==> src/rtl/beatmap_pkg.sv <==
// Shared constants and FSM state encoding for the beatmap note-ROM reader.
package beatmap_pkg;

   localparam int ADDR_W    = 13;
   localparam int LANES     = 4;
   localparam int NUM_NOTES = 17;

   typedef enum logic [2:0] {
      IDLE,
      FETCH_A,
      FETCH_D,
      WAIT_BEAT,
      DONE
   } seq_state_t;

endpackage

==> src/rtl/beat_timer.sv <==
// Free-running beat counter: counts 0..TICKS_PER_BEAT-1 while run is high and
// pulses tick in the cycle it sits on the last count.
module beat_timer #(
   parameter int TICKS_PER_BEAT = 12500000
) (
   input  logic clk,
   input  logic reset,
   input  logic clear,
   input  logic run,
   output logic tick
);

   localparam int CNT_W = (TICKS_PER_BEAT > 2) ? $clog2(TICKS_PER_BEAT) : 1;
   localparam logic [CNT_W-1:0] LAST = CNT_W'(TICKS_PER_BEAT - 1);

   logic [CNT_W-1:0] count;

   assign tick = run && (count == LAST);

   always_ff @(posedge clk or posedge reset) begin
      if (reset) begin
         count <= '0;
      end else if (clear) begin
         count <= '0;
      end else if (tick) begin
         count <= '0;
      end else if (run) begin
         count <= count + 1'b1;
      end
   end

endmodule

==> src/rtl/beatmap_sequencer.sv <==
// Walks the note ROM one entry per beat, prefetching the next entry right after
// each beat so the lane mask is buffered well before the following beat fires.
module beatmap_sequencer
   import beatmap_pkg::*;
#(
   parameter int TICKS_PER_BEAT = 12500000
) (
   input  logic              clk,
   input  logic              reset,
   input  logic              start,
   input  logic              pause,
   output logic [ADDR_W-1:0] rom_addr,
   input  logic [LANES-1:0]  rom_data,
   output logic              beat_tick,
   output logic              note_valid,
   output logic [LANES-1:0]  note_lanes,
   output logic [ADDR_W-1:0] beat_idx,
   output logic              busy,
   output logic              done
);

   localparam logic [ADDR_W-1:0] LAST_ADDR = ADDR_W'(NUM_NOTES - 1);

   seq_state_t       state;
   seq_state_t       state_nxt;
   logic [LANES-1:0] buffer;
   logic             timer_tick;
   logic             start_ok;
   logic             last_entry;

   assign busy       = (state != IDLE) && (state != DONE);
   assign done       = (state == DONE);
   assign start_ok   = start && ((state == IDLE) || (state == DONE));
   assign last_entry = (rom_addr == LAST_ADDR);

   // Gate with WAIT_BEAT so a beat can never be emitted from a half-finished fetch.
   assign beat_tick  = timer_tick && (state == WAIT_BEAT);
   assign note_valid = beat_tick && (buffer != '0);

   beat_timer #(
      .TICKS_PER_BEAT (TICKS_PER_BEAT)
   ) u_beat_timer (
      .clk   (clk),
      .reset (reset),
      .clear (start_ok),
      .run   (busy && !pause),
      .tick  (timer_tick)
   );

   always_ff @(posedge clk or posedge reset) begin
      if (reset) begin
         state <= IDLE;
      end else begin
         state <= state_nxt;
      end
   end

   always_comb begin
      state_nxt = state;
      case (state)
         IDLE, DONE: begin
            if (start) begin
               state_nxt = FETCH_A;
            end
         end
         FETCH_A:   state_nxt = FETCH_D;
         FETCH_D:   state_nxt = WAIT_BEAT;
         WAIT_BEAT: begin
            if (beat_tick) begin
               state_nxt = last_entry ? DONE : FETCH_A;
            end
         end
         default:   state_nxt = IDLE;
      endcase
   end

   // rom_addr is held through FETCH_A so the ROM samples it on that cycle's closing edge.
   always_ff @(posedge clk or posedge reset) begin
      if (reset) begin
         rom_addr   <= '0;
         buffer     <= '0;
         note_lanes <= '0;
         beat_idx   <= '0;
      end else begin
         if (start_ok) begin
            rom_addr <= '0;
         end else if (beat_tick && !last_entry) begin
            rom_addr <= rom_addr + 1'b1;
         end
         if (state == FETCH_D) begin
            buffer <= rom_data;
         end
         if (beat_tick) begin
            note_lanes <= buffer;
            beat_idx   <= rom_addr;
         end
      end
   end

endmodule

==> config.mk <==
export PLATFORM = sky130hd
export DESIGN_NAME = beatmap_sequencer
export DESIGN_NICKNAME = d
export VERILOG_FILES = /design/src/rtl/beatmap_pkg.sv /design/src/rtl/beat_timer.sv /design/src/rtl/beatmap_sequencer.sv
export SDC_FILE = /design/constraint.sdc
export NUM_CORES = 1
export LEC_CHECK = 0
export CAP_MARGIN = 20
export CORE_MARGIN = 4
export CORE_UTILIZATION = 65
export DETAILED_ROUTE_END_ITERATION = 10
export DONT_BUFFER_PORTS = 1
export GPL_ROUTABILITY_DRIVEN = 0
export PLACE_DENSITY = 0.85
export SLEW_MARGIN = 20
export SYNTH_ARGS = -nofsm -noshare
export SYNTH_HDL_FRONTEND = slang
export SYNTH_SLANG_ARGS = --single-unit
==> constraint.sdc <==
create_clock -name clk -period 4.1 [get_ports clk]
set_clock_uncertainty 0.05 [all_clocks]
set_input_delay 0.205 -clock clk [delete_from_list [all_inputs] [get_ports clk]]
set_output_delay 0.205 -clock clk [all_outputs]
set_load 0.005 [all_outputs]
Yosys cells after proc, flatten, opt, wreduce, memory -nomap -nowiden. Index checks and enable logic that the tools add are counted.

Register bits: 61. Bits of input ports: 8. Output and inout bits: 34. Logic and storage cells: 43.

$add $sub $neg: 2. Equality and inequality tests: 9. Muxes and demuxes: 9. Reduce and logical (&&, ||, !) cells: 17.

Operators with widths (number): two-way mux 24 bit (3); two-way mux 13 bit (2); adder 24 x 1 -> 24 bit, second input constant (1); == test 24 bit, second input constant (1); adder 13 x 1 -> 13 bit, second input constant (1); == test 13 x 5 -> 1 bit, second input constant (1); case mux 3 bit (4 select lines) (1); two-way mux 3 bit (3); logical AND 1 bit (7); == test 3 x 2 -> 1 bit, second input constant (2); nonzero test 3 bit (2); != test 2 bit, second input constant (2); nonzero test 4 bit (1); == test 3 x 1 -> 1 bit, second input constant (1); == test 3 bit, second input constant (1); zero test 3 bit (1); != test 3 bit, second input constant (1); zero test 1 bit (2); AND reduction 2 bit (1); nonzero test 2 bit (1); OR reduction 2 bit (1); logical OR 1 bit (1).

Logic depth before layout (Yosys ltp).
Depth in word-level cells: 8. Gate-level depth with buffers: 9. Gate-level depth less buffers: 7.

By module. From an unflattened synthesis, not the netlist that was laid out.

Cells, all modules: 328. Area total of the unflattened synthesis: 3065.4 µm².

By module, submodules not included: beatmap_sequencer (times used 1, cells each 172, area an instance 1635.3 µm², seq. area each 925.9 µm²); beat_timer (times used 1, cells each 156, area an instance 1430.1 µm², seq. area each 600.6 µm²).

Worst setup path before layout. No wires, ideal clock.

Kind: reg2reg. Start: reg u_beat_timer.count[0]. End: reg rom_addr[2]. Library setup time: 0.136 ns. Data arrival time: 2.357 ns. Data required time: 3.914 ns. Path slack: 1.557 ns. Stages on the path, launching flop included: 10. Buffers on the path: 3. Period minus slack after synthesis: 2.543 ns. Path through: dfrtp_1 > ha_1 > buf_2 > or4b_1 > nor4_4 > nand4_2 > buf_4 > clkbuf_1 > o31ai_1 > a21oi_1.

Longest elaborated chain between the ends: 5.

Ends and longest elaborated chain: start, declared (line beat_timer.sv:16) `logic [CNT_W-1:0] count;`; start signal, assigned (line beat_timer.sv:28) `count <= count + 1'b1;`; == test 24 bit (line beat_timer.sv:18) `assign tick = run && (count == LAST);`; logical AND 1 bit (line beat_timer.sv:18); logical AND 1 bit (line beatmap_sequencer.sv:37) `assign beat_tick = timer_tick && (state == WAIT_BEAT);`; logical AND 1 bit (line beatmap_sequencer.sv:87) `end else if (beat_tick && !last_entry) begin`; nonzero test 2 bit (no line); end signal, assigned (line beatmap_sequencer.sv:88) `rom_addr <= rom_addr + 1'b1;`; end, declared (line beatmap_sequencer.sv:12) `output logic [ADDR_W-1:0] rom_addr,`.

Every way passes these cells. A chain may end at the register's enable or synchronous reset.

Worst setup path after layout.
Start: reg u_beat_timer.count[0]. End: reg rom_addr[9].

Same word-level chain as after synthesis.

==> results.md <==
* Outcome: completed
* Post-synth EDFFs at 0
* Tot Pwr at between 1 and 1.5 mW
* Max-Cap Viols at 0
* Final period utilization at between 70% and 80%
* DRT iter0 DRCs at approximately 270
* H-tree levels at 3
* Final Hold Fails at 0
* Initial Utilization at around two thirds
* DR vias at between 2000 and 2500
* Worst-Margin Slew at just under 0.9 ns
* Final nets at 320
* Slowest-stage cell, CP: or4_1
* Skew-Pair Late Insertion Delay at between 0.3 and 0.4 ns
* Synth warnings at 0
* Startpoint Class: flop
* Hold slack final at 0.0419 ns
* Synth Flop Type: dfrtp_1
* Final WL at 7060 um
* Largest net degree at the start of global routing at 42
* CORE AREA at 4410 sq um
* CP Data Arrival Time at between 3 and 4 ns
* First drt pass iteration count at 4
* Top-Level Pins at between 40 and 50
* Unrepaired setup endpoints after global routing: false
* Die H at 76.2 um
* GRT Total Usage at a little over a quarter
* Area leader, netlist: dfrtp_1
* Area contributors post-synth: dfrtp_1, mux2_2, nand2_1, nand3_1, a21oi_1
* Mapped Cells at 300
* Clk slew on worst S/H paths at approximately 0.07 ns
* Finished Layout Cells at 366
* Seq/Total Area, Yosys at between 50% and 60%
* Root Driver: clkbuf_8
* Post-Route Utilization at between 70 and 80%
* Gr ovfl total at 0
* Post-DP HPWL at around 4600 um
* Pre-CTS setup slack at about 0.93 ns
* Critical path, cell by cell: ha_1, or4b_1, nor4_4, nand4_2, or4_1, a21oi_1
* CP required at approximately 4.3 ns
* Maximum vdd drop at 0.000276 V
* Setup Crit Path Kind: reg2reg
* Post-DRT Antenna Nets at 0
* Mapped Area at 3020 sq um
* Num CTS Buffers at 9
* Port Buffers at 0
* Clk sinks at 61
* Vias in the first global route at 2420
* Post-synthesis async set-or-reset flop share at 100%
* Die Wd at roughly 76 um
* Drt via density at between 6 and 7
* Yosys cell types at 42
* Layout area overhead at 10.8%
* Final Max Tran Viols at 0
* Post-Place Cells at between 300 and 400
* Max incr delay on CP at 0.71 ns
* Peak Freq at 0.306 GHz
* Most common cell after layout, fill and taps aside: dfrtp_1
* Post-Syn Area per Cell at ~10 sq um
* Layout filler cell count at between 300 and 400
* Die ar. at ~5800 sq um
* Finished Cell Area at 3350 sq um
* Most frequent cells in the layout: dfrtp_1, nand2_1, mux2_2, nor2_1, nand3_1
* Clock tree buffer depth at 2
* Area post-placement at 3070 sq um
* Crit. End Element: flop
* Cell Rows at 24
* Relative slew slack at ~41%
* Flops & latches, synth at just over 60
* Post-route minimum period at around 3.3 ns
* Pleak at between 1.5 and 2 nW
* Drt wl/cell at roughly 19 um
* Final WS setup at roughly 0.84 ns
* Worst hold-check path type: in2reg
* DRC viols at 0
* First-pass GRT wire length at between 10000 and 15000 um
* Synth top area share at around 50%
* Antenna violations before repair at 0
* Syn_nets at slightly above 300
* Cell Pwr Density at around 400 nW/um^2
* Sum Neg Setup Slack at 0 ns
* CTS tree: yes
* Layout cells sized above 1 at between 10 and 15%
* Ant diodes at 0
* CP max FO at 25
* Number of setup buffers added after CTS at 0
* # setup viols final at 0
## worst paths after layout
check | from | to | slack, ns | cells after the start
setup / recovery | u_beat_timer.count[0]$_DFFE_PP0P_ | rom_addr[9]$_DFFE_PP0P_ | 0.84 | 6
max in group asynchronous | reset | u_beat_timer.count[3]$_DFFE_PP0P_ | 2.84 | 3
setup reg to reg | u_beat_timer.count[0]$_DFFE_PP0P_ | rom_addr[9]$_DFFE_PP0P_ | 0.84 | 6
min in group asynchronous | reset | rom_addr[5]$_DFFE_PP0P_ | 0.28 | 2
hold / removal | start | state[0]$_DFFE_PP0P_ | 0.04 | 2
hold reg to reg | beat_idx[0]$_DFFE_PP0P_ | beat_idx[0]$_DFFE_PP0P_ | 0.48 | 2
## worst max-delay path: cells and delay by family, from the launching register on
family / cells / cell delay, ns
AOI/OAI and AO/OA: 1 / 0.16
adders and majority gates: 1 / 0.31
DFF: 1 / 0.42
and+or+nand+nor: 4 / 2.25
## where the power goes
group	leakage, nW	switching (mW)	total, mW	internal (mW)
logic	0.578	0.0488	0.0898	0.0410
clock network	0.110	0.230	0.607	0.376
registers	0.826	0.0381	0.667	0.629
total	1.51	0.317	1.36	1.05
## cells in the mapped netlist, drive strengths merged (7+ instances only)
cell type   n
dfrtp      61
nand2      27
mux2       20
nand3      19
nor2       19
a21oi      18
o21ai      15
a31oi      12
inv        12
nand4      11
nor3        7
xnor2       7
## cell families (layout without fill, tap and decap cells)
logic type	count (synthesis)	after routing	synth area share, %
compound gates	62	62	12.4
xor+xnor	10	10	2.90
fa+ha+maj	3	3	1.24
buf+inv	23	37	3.02
flops	61	61	50.5
mux	21	21	7.78
simple gates	120	120	22.2
## routing by layer
layer | track usage (%) | vias to the layer above | routed length, um
met1 | 38.0 | 1204 | 3210
met4 | 8.57 | 0 | 99
met3 | 5.08 | 11 | 425
li1 | - | 1131 | -
met5 | 0 | - | 0
met2 | 39.6 | 94 | 3320
## sequential cells by signal, indices dropped and copies added (netlist names)
| signal | cells |
|---|---|
| rom_addr | 13 |
| u_beat_timer.count | 24 |
| note_lanes | 4 |
| buffer | 4 |
| beat_idx | 13 |
| state | 3 |
## final cells by class
cell class / count / area, sq um / share of cell area, %
clock buffers: 13 / 159 / 4.74
clock inverters: 3 / 67.6 / 2.02
inverters: 12 / 45.0 / 1.34
multi-input cells: 216 / 1410 / 42.0
flip-flops and latches: 61 / 1530 / 45.5
well taps: 52 / 65.1 / 1.94
repair buffers: 9 / 82.6 / 2.46
## timing repair
| item | 4_1_cts | 5_1_grt |
|---|---|---|
| endpoints found under the hold margin | 25 | 0 |
| gates resized for setup | 0 | 0 |
| endpoints found under the setup margin | 0 | 0 |
| hold buffers | 6 | 0 |
(Power assumes the default switching activity.)
